**src/rtl/regfile_wb_arbiter.sv**
```systemverilog
// regfile_wb_arbiter
//   Shares the single register-file write port between NREQ writeback
//   sources (ALU, load unit, CSR unit, ...). A round-robin arbiter grants
//   one valid requester per cycle. The winning write is captured in a
//   one-entry output stage that drives the register-file write port. The
//   write held in that stage is compared against two read addresses, so
//   the decode stage can forward its data.
//
// Ports:
//   clk, rst             rising-edge clock, asynchronous active-high reset
//   flush                squash: no grant this cycle, output stage cleared
//   req_valid[NREQ]      per-requester write pending
//   req_addr[NREQ*AW]    requester i address at [i*AW +: AW]
//   req_data[NREQ*DW]    requester i data at [i*DW +: DW]
//   req_ready[NREQ]      one-hot grant (a transfer happens when valid & ready)
//   rf_we/rf_waddr/rf_wdata  register-file write port (one cycle after transfer)
//   grant_id             requester that produced the write currently in the stage
//   chk_addr1/2          read addresses checked against the in-flight write
//   hit1/hit2            in-flight write matches the read address (never for x0)
//   fwd_data             forwarding data (same as rf_wdata)
module regfile_wb_arbiter #(
  parameter int NREQ = 3,
  parameter int AW   = 5,
  parameter int DW   = 32
) (
  input  logic              clk,
  input  logic              rst,
  input  logic              flush,
  input  logic [NREQ-1:0]   req_valid,
  input  logic [NREQ*AW-1:0] req_addr,
  input  logic [NREQ*DW-1:0] req_data,
  output logic [NREQ-1:0]   req_ready,
  output logic              rf_we,
  output logic [AW-1:0]     rf_waddr,
  output logic [DW-1:0]     rf_wdata,
  output logic [2:0]        grant_id,
  input  logic [AW-1:0]     chk_addr1,
  input  logic [AW-1:0]     chk_addr2,
  output logic              hit1,
  output logic              hit2,
  output logic [DW-1:0]     fwd_data
);

  logic [2:0]    r_rrPtr;
  logic          r_we;
  logic [AW-1:0] r_waddr;
  logic [DW-1:0] r_wdata;
  logic [2:0]    r_grantId;

  logic          w_found;
  logic [2:0]    w_winner;
  logic          w_xfer;
  logic [2:0]    w_nextPtr;
  logic [AW-1:0] w_winAddr;
  logic [DW-1:0] w_winData;

  // Round-robin scan: walk the valid vector starting at the pointer and
  // wrapping modulo NREQ; the first set bit wins.
  always_comb begin
    w_found  = 1'b0;
    w_winner = 3'd0;
    for (int k = 0; k < NREQ; k++) begin
      if (!w_found && req_valid[(int'(r_rrPtr) + k) % NREQ]) begin
        w_found  = 1'b1;
        w_winner = 3'((int'(r_rrPtr) + k) % NREQ);
      end
    end
  end

  // Flush and reset both suppress the grant; reset does so without waiting
  // for a clock edge so no requester sees a handshake while rst is high.
  assign w_xfer = w_found && !flush && !rst;

  always_comb begin
    req_ready = '0;
    for (int i = 0; i < NREQ; i++) begin
      req_ready[i] = w_xfer && (w_winner == 3'(i));
    end
  end

  assign w_nextPtr = 3'((int'(w_winner) + 1) % NREQ);
  assign w_winAddr = req_addr[int'(w_winner)*AW +: AW];
  assign w_winData = req_data[int'(w_winner)*DW +: DW];

  // Pointer and output stage. A transfer to x0 still completes the handshake
  // and rotates the pointer, but nothing is written. When no write is issued
  // the address, data and id hold their last values.
  always_ff @(posedge clk or posedge rst) begin
    if (rst) begin
      r_rrPtr   <= 3'd0;
      r_we      <= 1'b0;
      r_waddr   <= '0;
      r_wdata   <= '0;
      r_grantId <= 3'd0;
    end else begin
      r_we <= 1'b0;
      if (w_xfer) begin
        r_rrPtr <= w_nextPtr;
        if (w_winAddr != '0) begin
          r_we      <= 1'b1;
          r_waddr   <= w_winAddr;
          r_wdata   <= w_winData;
          r_grantId <= w_winner;
        end
      end
    end
  end

  assign rf_we    = r_we;
  assign rf_waddr = r_waddr;
  assign rf_wdata = r_wdata;
  assign grant_id = r_grantId;

  // Hazard detection against the write sitting in the output stage; x0 is
  // hardwired to zero so it never forwards.
  assign hit1     = r_we && (chk_addr1 == r_waddr) && (chk_addr1 != '0);
  assign hit2     = r_we && (chk_addr2 == r_waddr) && (chk_addr2 != '0);
  assign fwd_data = r_wdata;

endmodule

```
**config.mk**
```make
export PLATFORM = sky130hd
export DESIGN_NAME = regfile_wb_arbiter
export DESIGN_NICKNAME = d
export VERILOG_FILES = /design/src/rtl/regfile_wb_arbiter.sv
export SDC_FILE = /design/constraint.sdc
export NUM_CORES = 1
export LEC_CHECK = 0
export ABC_AREA = 0
export CAP_MARGIN = 20
export CELL_PAD_IN_SITES_DETAIL_PLACEMENT = 0
export CELL_PAD_IN_SITES_GLOBAL_PLACEMENT = 1
export CORE_MARGIN = 2
export CORE_UTILIZATION = 26
export CTS_CLUSTER_SIZE = 24
export DETAILED_ROUTE_END_ITERATION = 10
export PLACE_DENSITY_LB_ADDON = 0.1
export SLEW_MARGIN = 40
export SYNTH_ARGS = -nofsm -noshare
export SYNTH_HDL_FRONTEND = slang
export SYNTH_SLANG_ARGS = --single-unit
```
**constraint.sdc**
```tcl
create_clock -name clk -period 6.15 [get_ports clk]
set_clock_uncertainty 0.1 [all_clocks]
set_input_delay 1.23 -clock clk [delete_from_list [all_inputs] [get_ports clk]]
set_output_delay 1.23 -clock clk [all_outputs]
set_load 0.03 [all_outputs]
```
After elaboration in Yosys (flattened, before gate mapping)

Cells that the tools add are included.

Bitwise operators: 0
Add/sub/neg operators: 3
Multipliers: 1
Reduce and logical (&&, ||, !) cells: 20
Equality and inequality tests: 4
Multiplexer cells: 17
Shift operators: 2
$lt $le $gt $ge: 3
Div/mod/pow operators: 4

Operators with widths:

| kind                  | count |
|---|---|
| $lt 32x4->1 const B   | 3 |
| $mod 32x3->32 const B | 3 |
| $shiftx 96x9->32      | 1 |
| $mod 4x3->32 const B  | 1 |
| $reduce_bool 5->1     | 3 |
| $shiftx 15x7->5       | 1 |
| $logic_and 1x1->1     | 11 |
| $mux 1                | 11 |
| $eq 5x5->1            | 2 |
| $mux 3                | 3 |
| $add 3x1->4 const B   | 2 |
| $bmux 1 s2            | 3 |
| $mul 3x3->6 const B   | 1 |
| $add 3x2->4 const B   | 1 |
| $logic_not 1->1       | 4 |
| $eq 3x1->1 const B    | 1 |
| $eq 3x2->1 const B    | 1 |
| $logic_not 3->1       | 1 |
| $reduce_and 2->1      | 1 |

Latch bits: 0
Memories: 0
Logic and storage cells: 59
RAM bits: 0
Input bits: 127
Register bits after elaboration: 44
Bits in read-only memories: 0

Longest topological paths before layout

Gate-level depths: netlist of the first run.

Depth after elaboration: 16
Depth in mapped cells: 32
Mapped depth without buffers: 30

Least setup slack after synthesis of the first run

Ideal clock, no wire load.

Path kind: reg2reg
Start point: register r_rrPtr[0]
End point: register r_rrPtr[2]
Required time: 5.925 ns
Path buffers: 1
Setup slack: -0.534 ns
Cell stages (with the launch flop): 31
Arrival: 6.460 ns
Library setup time: 0.125 ns
Cell sequence: dfrtp_1 -> ha_1 -> xnor2_1 -> a21oi_1 -> ha_1 -> inv_1 -> ha_1 -> nand4b_1 -> o21ai_0 -> o221ai_2 -> nor2_2 -> mux2_4 -> a221o_1 -> a221oi_1 -> o21bai_1 -> clkbuf_1 -> inv_1 -> ha_1 -> inv_1 -> ha_1 -> ha_1 -> or3_1 -> a21oi_1 -> nor2_1 -> and2_1 -> ha_1 -> nor4b_1 -> nand3_1 -> o211ai_1 -> a21oi_1 -> mux2_2

Word-level cells in the longest chain between the ends: 13

Ends and longest elaborated chain:

| what                                                   | line | RTL |
|---|---|---|
| start, declared                                        | 44   | `logic [2:0] r_rrPtr;` |
| start signal, assigned                                 | 98   | `r_rrPtr <= w_nextPtr;` |
| branches (longest 10 deep; another with $mod 32x3->32) | -    |  |
| $mux 3 (*)                                             | 63   | `if (!w_found && req_valid[(int'(r_rrPtr) + k) % NREQ]) begin` |
| via w_winner[0]                                        | 51   | `logic [2:0] w_winner;` |
| $add 3x1->4 (*)                                        | 81   | `assign w_nextPtr = 3'((int'(w_winner) + 1) % NREQ);` |
| $mod 32x3->32 (*)                                      | 81   |  |

Mark *: on every way through the listed nets, which the timed path passes. The select of a mux whose other input is x is not followed.
A chain may end at the register's enable or synchronous reset.

Final worst setup path of the first run

Start point: register r_rrPtr[0]
End point: register r_rrPtr[2]

Word-level cells in the longest chain between the ends: 13

Ends and longest elaborated chain:

| what |
|---|
| branches (longest 13 deep; another with $mod 32x3->32) |

Parallel ways; which one is timed is not known. The select of a mux whose other input is x is not followed.

==> out/results.tsv, run 1 <==
stage	metric	value	unit
sta	Worst Tran Pin Value	679	ps
logic_synthesis	sequential area share after synthesis	28.4	%
logic_synthesis	Syn Inst Count	427	
place	placed cell area	6000	µm²
finish	nets	764	
critical_path	Critical Path AT	5960	ps
min_path	HP Class	reg -> reg	
global_route	antenna violations before repair	0	
logic_synthesis	YS warnings	0	
sta	Hold Violations, Final	0	
logic_synthesis	Synth cell types	56	
critical_path	slowest library cell on the worst path	dfrtp_2	
routing	Avg WL per Cell	15.8	µm
critical_path	CP max stage delay	450	ps
logic_synthesis	most common cell in the netlist	dfrtp_1	
routing	met2 WL post-DR	6.18	mm
global_route	vias in the first global route	3825	
logic_synthesis	post-synth top area share	28.4	%
clock_tree	CTS clk-pin slew, worst paths	60	ps
critical_path	Critical Path Fanout Max	5	
finish	area delta synth->final	64.0	%
place	HPWL Detailed	9.77	mm
logic_synthesis	syn_area_per_cell	9.07	µm²
clock_tree	TritonCTS clock tree	done	
logic_synthesis	Post-synth EDFFs	0	
logic_synthesis	Post-synth top cells	44 x dfrtp_1, 42 x nand2_1, 42 x o21ai_0	
logic_synthesis	ys flop type	dfrtp_1	
sta	Fmax achieved	170	MHz
die	die outline height	126	µm
logic_synthesis	Mapped Area	3870	µm²
clock_tree	Skew-Pair Late Insertion Delay	290	ps
place	Final GP Congestion	0.762	
routing	antenna viol nets, final	0	
clock_tree	Inserted Clock Buffers	5	
routing	highest metal used	met4	
sta	post-route clock period utilization	95.6	%
die	core area	14500	µm²
finish	fill count	1444	
die	Starting Density	26.7	%
finish	Finished Cell Area	6350	µm²
clock_tree	clock sink count	44	
status	status	finished clean	
critical_path	CP Class	reg -> reg	
finish	fraction of layout cells with a size suffix above 1	18.2	%
logic_synthesis	Seq cells post-synth	44	
logic_synthesis	cell taking the most area after synthesis	dfrtp_1	
routing	DRT Pass-1 Iters	4	
routing	detailed-route DRC error count	0	
routing	DRT Wirelength	12.5	mm
logic_synthesis	post-synthesis async set-or-reset flop share	100	%
global_route	total track usage	15.3	%
critical_path	Worst EP required	6230	ps
clock_tree	H-tree Lvls	2	
routing	vias per cell	4.63	
die	Die ar.	15900	µm²
clock_tree	CTS Root Cell	clkbuf_16	
flow_run	MaxCap Viol Count	0	
place	count of input and output buffers	204	
global_route	first-pass GRT wire length	19.4	mm
sta	Final Max Tran Viols	0	
global_route	total grt overflow	0	
sta	Final setup viols	0	
sta	Slew HR	54.7	%
critical_path	flop2flop setup slack	270	ps
finish	Antenna Diode Count	0	
critical_path	startpoint types	flip-flop	
global_route	largest net degree at the start of global routing	45	
routing	met3 routed WL	1.03	mm
sta	Final min period	5880	ps
die	I/O Pins	205	
logic_synthesis	top cells by area, synth	dfrtp_1 28%, mux2i_1 10%, mux2_2 9.6%, ha_1 8.1%, buf_4 6.2%	
critical_path	most used cell, CP	ha_4	
die	row count	44	
routing	via count	3679	
routing	Metal-1 WL	5.13	mm
die	Die X-Extent	126	µm
critical_path	CP endpoint kind	flip-flop	
routing	drt initial violations	87	
clock_tree	Clock Tree Buf Depth	2	
==> layout make-up <==
type                       instances  area [µm²]  share of cell area (%)
clock inverter                     2        12.5                   0.197
multi-input combinational        305        2540                    39.9
inverter                          28         113                    1.77
clock buffer                       5         125                    1.97
timing repair buffer             227        2230                    35.1
tap                              184         230                    3.62
sequential                        44        1100                    17.4
==> state kept, by name (all words and copies together), names as in the netlist <==
| name | cells |
|---|---|
| rf_waddr | 5 |
| rf_we | 1 |
| grant_id | 3 |
| r_rrPtr | 3 |
| fwd_data | 32 |
==> critical path: cells and delay by family (launching register included) <==
kind / cells / cell delay (ps)
compound gates: 9 / 1680
fa+ha+maj: 7 / 1450
simple gates: 7 / 1160
mux: 2 / 580
flops: 1 / 450
buf+inv: 3 / 190
xor+xnor: 1 / 140
==> worst paths after layout <==
kind / start / endpoint / cells past startpoint
worst max-delay path: r_rrPtr[0]$_DFFE_PP0P_ / r_rrPtr[2]$_DFFE_PP0P_ / 29
worst min-delay path: grant_id[2]$_DFFE_PP0P_ / grant_id[2]$_DFFE_PP0P_ / 1
worst max register to register: r_rrPtr[0]$_DFFE_PP0P_ / r_rrPtr[2]$_DFFE_PP0P_ / 29
worst min register to register: grant_id[2]$_DFFE_PP0P_ / grant_id[2]$_DFFE_PP0P_ / 1
max in group asynchronous: rst / fwd_data[16]$_DFFE_PP0P_ / 2
min in group asynchronous: rst / r_rrPtr[0]$_DFFE_PP0P_ / 2
==> placed cells by master (no fill, tap or decap), drive strengths merged, types with 4 or more instances in the layout <==
cell type,count
xnor2,7
nand3,4
nand2,42
mux2i,39
xor2,8
clkdlybuf4s50,201
o22ai,5
dfrtp,44
clkbuf,5
buf,24
ha,25
o211ai,5
inv,28
nor3,6
mux2,40
o21ai,43
nor2,18
a31oi,4
a21oi,15
nor4,4
==> logic make-up after synthesis <==
| kind of cell | after synthesis | synth area share [%] |
|---|---|---|
| buffers and inverters | 79 | 11.5 |
| adders and majority gates | 26 | 8.59 |
| muxes | 79 | 22.3 |
| DFF | 44 | 28.4 |
| other | 1 | 0.0968 |
| and+or+nand+nor | 97 | 12.0 |
| xor gates and xnor gates | 15 | 3.59 |
| AOI/OAI and AO/OA | 86 | 13.5 |
==> routing by layer <==
layer  vias up  track usage (%)
met5         -                0
met4         0             3.94
met2       144             27.7
met3        12             4.80
li1       1826                -
met1      1697             17.5
==> timing repair <==
action,CTS,global route
pin swaps,0,13
hold buffers,0,0
gates resized for setup,2,33
endpoints found under the setup margin,5,5
setup buffers,1,6
==> through the flow <==
step | hold slack (ps) | util [%] | TNS (ps) | cells | setup WS, ps
6_report | 400 | 43.7 | 0 | 795 | 271
5_1_grt | 444 | 43.7 | -59.0 | 795 | -41.5
4_1_cts | 412 | 42.3 | 0 | 789 | 7.21
3_5_place_dp | 391 | 41.3 | -78.2 | 781 | -41.3
3_3_place_gp | 388 | 41.3 | 0 | 781 | 74.2
2_1_floorplan | 482 | - | 0 | 428 | 11.1
Power of run 1 is not shown: default switching activity piles up to over one toggle a cycle in this logic, so the estimate is an artifact.
==> run 2: changes to the inputs <==
- CELL_PAD_IN_SITES_DETAIL_PLACEMENT: 0 -> unset
- CELL_PAD_IN_SITES_GLOBAL_PLACEMENT: 1 -> unset
- CORE_UTILIZATION: 26 -> 37
- PLACE_DENSITY: unset -> 0.79
- PLACE_DENSITY_LB_ADDON: 0.1 -> unset
==> out/results.tsv, run 2 (same netlist as run 1, synthesis figures left out) <==
stage	metric	value	unit
die	Die ar.	11300	µm²
critical_path	Top delay family on crit path	simple AND/OR/NAND/NOR gates	
sta	Fmax achieved	163	MHz
routing	detailed-route DRC error count	0	
clock_tree	clock sink count	44	
critical_path	crit path buf inv count	2	
place	HPWL Detailed	8.96	mm
sta	post-route clock period utilization	100	%
sta	Final Max Tran Viols	0	
clock_tree	Clock Tree Buf Depth	2	
routing	DRT Pass-1 Iters	4	
finish	Cell Count, Final, Fillers Out	752	
sta	worst-case hold slack	424	ps
status	failing checks	setup timing	
clock_tree	Skew-Pair Late Insertion Delay	300	ps
finish	most frequent cells in the layout	201 x clkdlybuf4s50_1, 42 x nand2_1, 41 x dfrtp_1	
die	Starting Density	37.9	%
global_route	first-pass GRT wire length	17.9	mm
critical_path	Worst EP required	6250	ps
critical_path	CP Class	reg -> reg	
global_route	vias in the first global route	3774	
routing	Avg WL per Cell	15.8	µm
die	I/O Pins	205	
finish	max FFs per register	32	
die	core area	10200	µm²
finish	area delta synth->final	61.7	%
flow_run	MaxCap Viol Count	0	
clock_tree	TritonCTS clock tree	done	
critical_path	CP max stage delay	500	ps
routing	drt initial violations	180	
status	status	finished, violations left	
global_route	largest net degree at the start of global routing	46	
finish	fraction of layout cells with a size suffix above 1	18.8	%
place	count of input and output buffers	204	
critical_path	slowest library cell on the worst path	or4_4	
sta	Final min period	6150	ps
finish	nets	768	
sta	worst setup margin	-1.08	ps
finish	fill count	854	
critical_path	Critical Path AT	6250	ps
global_route	total track usage	19.5	%
clock_tree	Inserted Clock Buffers	5	
place	Final GP Congestion	0.887	
sta	Worst Tran Pin Value	549	ps
place	Inst Count DP	729	
critical_path	startpoint types	flip-flop	
clock_tree	hold buffers post-CTS	0	
finish	Finished Cell Area	6260	µm²
routing	via count	3804	
finish	most common cell after layout, fill and taps aside	clkdlybuf4s50_1	
routing	vias per cell	5.06	
sta	Hold Violations, Final	0	
clock_tree	H-tree Lvls	2	
clock_tree	CTS clk-pin slew, worst paths	100	ps
finish	post-layout util	61.2	%
die	Die X-Extent	106	µm
sta	Final setup viols	1	
critical_path	CP endpoint kind	flip-flop	
place	placed cell area	5910	µm²
routing	antenna viol nets, final	0	
die	die outline height	106	µm
clock_tree	CTS Root Cell	clkbuf_8	
die	row count	37	
routing	DRT Wirelength	11.9	mm
finish	Antenna Diode Count	0	
critical_path	Critical Path Fanout Max	5	
sta	Slew HR	63.4	%
global_route	total grt overflow	0	
global_route	antenna violations before repair	0	
critical_path	most used cell, CP	ha_4	
min_path	HP Class	reg -> reg	
## run 2: path summary, 6_finish.rpt
path	start	end	slack (ps)	depth (start not counted)
setup / recovery	r_rrPtr[1]$_DFFE_PP0P_	r_rrPtr[2]$_DFFE_PP0P_	-1	29
hold / removal	grant_id[2]$_DFFE_PP0P_	grant_id[2]$_DFFE_PP0P_	420	1
setup reg to reg	r_rrPtr[1]$_DFFE_PP0P_	r_rrPtr[2]$_DFFE_PP0P_	-1	29
hold reg to reg	grant_id[2]$_DFFE_PP0P_	grant_id[2]$_DFFE_PP0P_	420	1
max in group asynchronous	rst	r_rrPtr[1]$_DFFE_PP0P_	4290	2
min in group asynchronous	rst	rf_waddr[3]$_DFFE_PP0P_	1270	2
## run 2: area by class of cell
type                            count  area, µm²  share of cell area (%)
Sequential cell                    44       1100                    17.6
Multi-Input combinational cell    305       2510                    40.0
Clock inverter                      3       46.3                   0.739
Timing Repair Buffer              231       2260                    36.0
Tap cell                          136        170                    2.72
Inverter                           28        110                    1.76
Clock buffer                        5       68.8                    1.10
## run 2: repair_timing
item	4_1_cts	5_1_grt
gates resized for setup	5	27
setup endpoints to repair	5	3
pin swaps	2	19
setup buffers	4	11
## run 2: layer usage
layer | up-vias | wire, µm | global-route usage, %
li1 | 1834 | - | -
met1 | 1785 | 4710 | 23.4
met2 | 168 | 6180 | 35.3
met3 | 17 | 808 | 3.92
met4 | 0 | 187 | 5.17
met5 | - | 0 | 0
## run 2: through the flow
stage | setup TNS (ps) | setup slack (ps)
final | -1.08 | -1.08
after global routing | -872 | -282
after CTS | 0 | 29.2
after detailed placement | -510 | -204
after global placement | 0 | 90.0
after floorplan | 0 | 11.1
Power of run 2 is left out for the same reason.
==> run 3: changes to the inputs <==
- CAP_MARGIN: 20 -> 10
- HOLD_SLACK_MARGIN: unset -> 0.1
==> results of run 3 <==
No change in the layout: final DEF, timing and power equal those of run 2.
Power of run 3 is left out for the same reason.
